**config.mk**
```make
export PLATFORM = sky130hd
export DESIGN_NAME = hazard_unit
export DESIGN_NICKNAME = d
export VERILOG_FILES = /design/src/rtl/hazard_unit_pkg.sv /design/src/rtl/hazard_unit_sat_counter.sv /design/src/rtl/hazard_unit.sv
export SDC_FILE = /design/constraint.sdc
export NUM_CORES = 1
export LEC_CHECK = 0
export BUFFER_PORTS_ARGS = -buffer_cell sky130_fd_sc_hd__buf_2
export CAP_MARGIN = 20
export CORE_MARGIN = 2
export CORE_UTILIZATION = 35
export DETAILED_ROUTE_END_ITERATION = 10
export PLACE_DENSITY_LB_ADDON = 0.15
export SYNTH_ARGS = -nofsm -noshare
export SYNTH_HDL_FRONTEND = slang
export SYNTH_SLANG_ARGS = --single-unit
```
**constraint.sdc**
```tcl
create_clock -name clk -period 3.2 [get_ports clk]
set_input_delay 0.64 -clock clk [delete_from_list [all_inputs] [get_ports clk]]
set_output_delay 0.64 -clock clk [all_outputs]
set_load 0.02 [all_outputs]
```
**src/rtl/hazard_unit_pkg.sv**
```systemverilog
// Shared definitions for the pipeline hazard controller: default widths and
// the hazard FSM state encoding.
package hazard_unit_pkg;

   // Register index width of the core (architectural register file of 32).
   localparam int REG_NUM_WIDTH_DEF = 5;

   // Default width of the stall/flush performance counters.
   localparam int CNT_WIDTH_DEF = 16;

   // Hazard FSM states; encodings are shared with debug tooling.
   typedef enum logic [1:0] {
      HZ_RUN     = 2'd0,
      HZ_LDSTALL = 2'd1,
      HZ_MEMWAIT = 2'd2
   } hz_state_e;

endpackage

```
**src/rtl/hazard_unit_sat_counter.sv**
```systemverilog
// Saturating event counter: counts cycles with en=1 and sticks at all-ones.
module sat_counter #(
   parameter int CNT_WIDTH = 16
) (
   input  logic                 clk,
   input  logic                 reset,
   input  logic                 en,
   output logic [CNT_WIDTH-1:0] count
);

   logic [CNT_WIDTH-1:0] r_count;

   // Count enabled cycles, holding at the maximum value instead of wrapping.
   always_ff @(posedge clk) begin
      if (reset) begin
         r_count <= '0;
      end else if (en && (r_count != '1)) begin
         r_count <= r_count + CNT_WIDTH'(1);
      end
   end

   assign count = r_count;

endmodule

```
**src/rtl/hazard_unit.sv**
```systemverilog
// Pipeline hazard controller for the 5-stage core. Detects load-use hazards,
// taken-branch redirects and data-memory wait states, and produces the
// stall / flush / freeze controls for PC, IF/ID and ID/EX.
module hazard_unit
   import hazard_unit_pkg::*;
#(
   parameter int REG_NUM_WIDTH = REG_NUM_WIDTH_DEF,
   parameter int CNT_WIDTH     = CNT_WIDTH_DEF
) (
   input  logic                     clk,
   input  logic                     reset,
   input  logic [REG_NUM_WIDTH-1:0] idReadNum0,
   input  logic [REG_NUM_WIDTH-1:0] idReadNum1,
   input  logic [REG_NUM_WIDTH-1:0] idWriteNum,
   input  logic                     idIsLoad,
   input  logic                     idValid,
   input  logic                     exBranchTaken,
   input  logic                     memReq,
   input  logic                     memReady,
   output logic                     stallPC,
   output logic                     stallIFID,
   output logic                     flushIFID,
   output logic                     flushIDEX,
   output logic                     freezeAll,
   output logic [CNT_WIDTH-1:0]     stallCount,
   output logic [CNT_WIDTH-1:0]     flushCount
);

   logic [REG_NUM_WIDTH-1:0] r_exRd;
   logic [REG_NUM_WIDTH-1:0] r_memRd;
   logic                     r_exLd;
   hz_state_e                r_state;
   hz_state_e                w_stateNext;
   logic                     w_loadUse;
   logic                     w_memWait;
   logic                     w_unused_memRd;

   // Register x0 never creates a hazard; a doubled source is still one hazard.
   assign w_loadUse = r_exLd && (r_exRd != '0) && idValid &&
                      ((r_exRd == idReadNum0) || (r_exRd == idReadNum1));

   assign w_memWait = memReq && !memReady;

   // The MEM-stage destination is tracked for the core's view of the pipe but
   // no hazard term consumes it yet.
   assign w_unused_memRd = ^r_memRd;

   // Shadow of EX and MEM destinations; holds while the whole pipe is frozen.
   always_ff @(posedge clk) begin
      if (reset) begin
         r_exRd  <= '0;
         r_exLd  <= 1'b0;
         r_memRd <= '0;
      end else if (!freezeAll) begin
         r_exRd  <= (flushIDEX || !idValid) ? '0 : idWriteNum;
         r_exLd  <= (flushIDEX || !idValid) ? 1'b0 : idIsLoad;
         r_memRd <= r_exRd;
      end
   end

   // FSM state register.
   always_ff @(posedge clk) begin
      if (reset) begin
         r_state <= HZ_RUN;
      end else begin
         r_state <= w_stateNext;
      end
   end

   // FSM next state: memory wait dominates; a load-use stall lasts one cycle.
   always_comb begin
      w_stateNext = r_state;
      case (r_state)
         HZ_RUN: begin
            if (w_memWait) begin
               w_stateNext = HZ_MEMWAIT;
            end else if (w_loadUse && !exBranchTaken) begin
               w_stateNext = HZ_LDSTALL;
            end else begin
               w_stateNext = HZ_RUN;
            end
         end
         HZ_LDSTALL: w_stateNext = w_memWait ? HZ_MEMWAIT : HZ_RUN;
         HZ_MEMWAIT: w_stateNext = w_memWait ? HZ_MEMWAIT : HZ_RUN;
         default:    w_stateNext = HZ_RUN;
      endcase
   end

   // Output decode by priority memWait > branch > load-use; all low in reset.
   always_comb begin
      stallPC   = 1'b0;
      stallIFID = 1'b0;
      flushIFID = 1'b0;
      flushIDEX = 1'b0;
      freezeAll = 1'b0;
      if (!reset) begin
         if (w_memWait) begin
            freezeAll = 1'b1;
            stallPC   = 1'b1;
            stallIFID = 1'b1;
         end else if (exBranchTaken) begin
            // The ID instruction is squashed, so a coincident load-use is moot.
            flushIFID = 1'b1;
            flushIDEX = 1'b1;
         end else if (w_loadUse) begin
            stallPC   = 1'b1;
            stallIFID = 1'b1;
            flushIDEX = 1'b1;
         end
      end
   end

   sat_counter #(
      .CNT_WIDTH (CNT_WIDTH)
   ) u_stall_cnt (
      .clk   (clk),
      .reset (reset),
      .en    (stallPC),
      .count (stallCount)
   );

   sat_counter #(
      .CNT_WIDTH (CNT_WIDTH)
   ) u_flush_cnt (
      .clk   (clk),
      .reset (reset),
      .en    (flushIFID),
      .count (flushCount)
   );

endmodule

```
Yosys cells after proc, flatten, opt, wreduce, memory -nomap -nowiden
Cells that the tools add are included.

storage, ports and cells
  bits in registers = 38
  input bits = 22
  output and inout port bits = 37

cells by class
  $add $sub $neg = 2
  eq/ne operators = 4
  multiplexer cells = 14
  reductions and logical operators = 11

operators with widths
  operator                 number
  $add A16 B1 Y16 const B  2
  $ne A16 B16 Y1 const B   2
  $mux W1                  13
  $eq A5 B5 Y1             2
  $logic_and A1 B1 Y1      6
  $mux W5                  1
  $reduce_bool A5 Y1       1
  $logic_not A1 Y1         2
  $logic_or A1 B1 Y1       2

Logic depth before layout (Yosys ltp)
  depth in word-level cells = 10
  gate-level depth with buffers = 9

By module
A second synthesis with hierarchy kept.

unflattened totals
  cells, all modules = 256
  area total of the unflattened synthesis = 2180.8 µm²

by module, submodules not included
  module       times used  cells each  area an instance (µm²)  sequential area each (µm²)
  sat_counter  2           99          848.3                   320.3
  hazard_unit  1           58          484.2                   120.1

Least setup slack after synthesis
Ideal clock, no wire load.

  path type = input port to output port
  start point = input idReadNum0[2]
  end point = output stallPC
  arrival = 1.780 ns
  setup slack = 0.780 ns
  cell stages on the path = 5
  cell sequence = xor2_1 > nor3_1 > a22oi_1 > o22ai_1 > buf_4

on the way
  word-level cells in the longest chain between the ends = 7

ends and longest elaborated chain
  element               line               source
  from (decl)           hazard_unit.sv:12  input logic [REG_NUM_WIDTH-1:0] idReadNum0,
  $eq A5 B5 Y1          hazard_unit.sv:40  ((r_exRd == idReadNum0) || (r_exRd == idReadNum1));
  $logic_or A1 B1 Y1    hazard_unit.sv:40
  $logic_and A1 B1 Y1   hazard_unit.sv:39  assign w_loadUse = r_exLd && (r_exRd != '0) && idValid &&
  $mux W1 (4 in a row)  --
  to (decl)             hazard_unit.sv:20  output logic stallPC,

No other way between the ends.

Worst setup path after layout
  start point = register u_stall_cnt.r_count[0], in the netlist u_stall_cnt.count[0]
  end point = register u_stall_cnt.r_count[8], in the netlist u_stall_cnt.count[8]

on the way
  word-level cells in the longest chain between the ends = 2
  elaborated cells between the ends (all ways) = 3
  classes of those cells = add/sub: 1; eq/ne: 1; reduce/logical: 1

ends and longest elaborated chain
  element                                                                  line                           source
  from (decl)                                                              hazard_unit_sat_counter.sv:11  logic [CNT_WIDTH-1:0] r_count;
  from (signal assigned)                                                   hazard_unit_sat_counter.sv:18  r_count <= r_count + CNT_WIDTH'(1);
  parallel branches: the longest is 2 deep, another holds $add A16 B1 Y16  --

Several ways; the timed one is not identified.
A chain may end at the register's enable or synchronous reset.

==> flow_summary_export.csv <==
group,metric,value,unit
timing,period_needed,2589,ps
timing,fmax,386.3,MHz
global_routing,grt_pass1_wl,7486,µm
global_routing,antenna_found_initial,0,
global_routing,grt.total_usage,0.1514,
logic_synthesis,synth-edff-count,0,
pwr,total_power,894.5,µW
logic_synthesis,yosys.area_share.simple,0.2574,
worst_setup_path,cp_top_family,"compound AO/OA/AOI/OAI gates",
status,status,"finished clean",
logic_synthesis,yosysSeqAreaShare,0.3933,
floorplan,die_w,78.34,µm
clock_tree,cts_resized,0,
clock_tree,postCtsHoldBufs,0,
timing,tns,0,ps
layout,fin_cells,356,
worst_setup_path,crit_type,"flip-flop to flip-flop",
worst_hold_path,hp-start,"u_flush_cnt.count[4]",
global_routing,grt_pass1_vias,1637,
logic_synthesis,synth_top_cells_by_area,"dfxtp_1 39%, xor2_1 5.4%, nor2_1 4.3%",
timing,rsz0062_at_grt,"no",
place,io_buffers,58,
clock_tree,cts_tree,"built",
worst_hold_path,hold_path_depth,1,
detailed_routing,wl,4505,µm
logic_synthesis,synth_ff_type,"dfxtp_1",
worst_setup_path,timing.rr.end,"u_stall_cnt.count[8]",
floorplan,dieHeight,78.34,µm
worst_setup_path,crit_path_end_kind,"flip-flop",
place,post-place-cells,348,
logic_synthesis,syn_inst,225,
detailed_routing,drt_iter0_drc,62,
layout,n_antenna_cell,0,
clock_tree,h-tree-depth,2,
floorplan,die_area,6137,µm²
detailed_routing,drtAntennaViolNets,0,
job,maxCapViolCount,0,
clock_tree,cts_root_buffer,"clkbuf_8",
logic_synthesis,synth_cell_types,49,
clock_tree,cts_buffers,5,
worst_setup_path,cpPeakStageDelay,770,ps
layout,layout.nets,307,
clock_tree,clkTransAtPathRegs,70,ps
timing,hold_viol,0,
logic_synthesis,synth.cell_area,1934,µm²
detailed_routing,firstDrtPassIters,4,
floorplan,start_util,0.3579,
worst_setup_path,cp-start-kind,"flip-flop",
timing,relSlewSlack,0.4628,
logic_synthesis,synth_xor_area_frac,0.08150,
logic_synthesis,synth-async-reset-ratio,0,
worst_setup_path,crit-reg2reg-launch,"u_stall_cnt.count[0]",
clock_tree,cts_setup_buffers,0,
logic_synthesis,yosys.area.top_type,"dfxtp_1",
detailed_routing,routed_via_density,5.104,
worst_setup_path,regToRegSetupSlack,610,ps
floorplan,rows,27,
worst_hold_path,whs_endpoint,"u_flush_cnt.count[4]",
floorplan,fp.coreArea,5405,µm²
logic_synthesis,yosys_warnings,0,
worst_setup_path,timing.critical_path.buf_inv,0,
worst_hold_path,hp-class,"flip-flop to flip-flop",
logic_synthesis,synth-compound-area-share,0.1785,
detailed_routing,drc,0,
global_routing,grt_max_degree,28,
worst_setup_path,reg2reg_depth,7,
layout,final_layout_size_suffix_gt1_frac,0.2676,
worst_setup_path,crit_chain,"ha_1, nand3_1, nor4_2, a21boi_0, o21ba_1, nor3_2, mux2_4",
layout,syn2layout_area_growth,21.99,%
logic_synthesis,synth_top_area_frac,0.3933,
pwr,ir_drop,0.2234,mV
clock_tree,clk_path_buf_depth,2,
clock_tree,clock_latency,280,ps
logic_synthesis,avgSynthCellArea,8.597,µm²
logic_synthesis,synth.area.mux_share,0.02329,
worst_setup_path,worstPathArrival,2770,ps
pwr,p_leak,0.9640,nW
detailed_routing,via_count,1817,
timing,setup_viol,0,
pwr,powerDensity,379.1,nW/µm²
logic_synthesis,yosys_register_bits,38,
logic_synthesis,postSynthNetCount,249,
logic_synthesis,synth_fa_ha_area_frac,0.01294,
place,place_hpwl,3270,µm
worst_setup_path,critPathSlowestCell,"o21ba_1",
worst_setup_path,path_max_fanout,27,
timing,slew_viol_final,0,
timing,worst_pin_slew,805.8,ps
floorplan,io_pins,59,
timing,fin_crit_sh,0.8089,
place,gp_congestion,0.7576,
timing,clock_skew,2.996,ps
clock_tree,clkSinkCount,38,
detailed_routing,wire_per_inst,12.65,µm
logic_synthesis,synth_top_family_by_area,"simple AND/OR/NAND/NOR gates",
global_routing,grt_overflow,0,
worst_setup_path,crit_required,3380,ps
[power breakdown]
group / internal [mW] / leakage, nW / switching, mW
registers: 0.478 / 0.307 / 0.00694
clock network: 0.174 / 0.0482 / 0.167
logic: 0.0292 / 0.609 / 0.0401
[routing by layer]
layer,vias up,track usage,part of all wire
li1,930,-,-
met1,844,0.1933,0.47
met2,39,0.2534,0.48
met3,4,0.03563,0.045
met4,0,0.04737,0.010
met5,-,0,0
[worst register-to-register path, stage by stage (launching register included)]
cell and delay, ps:
dfxtp_1 390, ha_1 180, nand3_1 150, nor4_2 450, a21boi_0 130, o21ba_1 770, nor3_2 100, mux2_4 320
[worst max-delay path by stage]
stage | start | endpoint | depth (start not counted)
final | u_stall_cnt.count[0] | u_stall_cnt.count[8] | 7
after global routing | u_stall_cnt.count[0] | u_stall_cnt.count[8] | 7
after CTS | u_stall_cnt.count[0] | u_stall_cnt.count[8] | 7
after detailed placement | u_stall_cnt.count[0] | u_stall_cnt.count[8] | 7
after global placement | u_stall_cnt.count[0] | u_stall_cnt.count[8] | 7
after floorplan | idReadNum0[2] | stallPC | 5
[layout by cell type, fill, tap and decap left out, types with 3 or more instances in the layout]
cell type   n
mux2i_1     3
inv_1      11
o311ai_0    3
or4_1       5
nand3_1    10
and3_1      3
xnor2_1     6
o21ai_0    10
nor2_1     22
nand4_1     4
clkbuf_8    6
a22o_1      6
buf_2      58
nor3_1     10
o31ai_1     6
xor2_1     12
nand2_1    13
a21oi_1    14
dfxtp_1    38
or3_1       9
[logic make-up (layout without fill, tap and decap cells)]
family          Yosys count  in the layout
compound gates           51             51
flops                    38             38
mux                       4              4
xor+xnor                 18             18
simple gates             92             92
fa+ha+maj                 2              2
buf+inv                  20             79
[stage by stage]
stage / hold WS (ps) / instance area [µm²] / util / setup slack, ps
floorplan: 492.4 / 1934 / - / 779.9
global placement: 485.4 / 2268 / 0.4197 / 627.6
detailed placement: 484.6 / 2268 / 0.4197 / 593.4
CTS: 501.4 / 2360 / 0.4366 / 571.3
global route: 524.4 / 2360 / 0.4366 / 322.5
finish: 505.3 / 2360 / 0.4366 / 611.5
[flip-flops by register name (all words and copies together) (netlist names)]
register           count
u_flush_cnt.count     16
r_exLd                 1
u_stall_cnt.count     16
r_exRd                 5
[synthesized netlist by cell type (2+ instances only)]
library cell  number
or2_2              2
dfxtp_1           38
and2_1             2
a21oi_1           14
inv_1             11
mux2i_1            3
clkbuf_1           4
nand2_1           13
nand4_1            4
or3_1              9
a22o_1             6
or4_1              5
xnor2_1            6
nor3_1            10
o31ai_1            6
ha_1               2
nor4_1             2
a211oi_1           2
nor2_1            22
o311ai_0           3
nand3_1           10
buf_4              2
and3_1             3
xor2_1            12
o21ai_0           10
[cell type report]
type,count,area [µm²]
clock buffer,7,86.33
clock inverter,1,5.005
timing repair buffer,60,305.3
multi-input combinational,167,1071
fill,583,3045
inverter,11,41.29
sequential,38,760.7
tap,72,90.09
No activity file was read; power rests on OpenSTA's default activity.
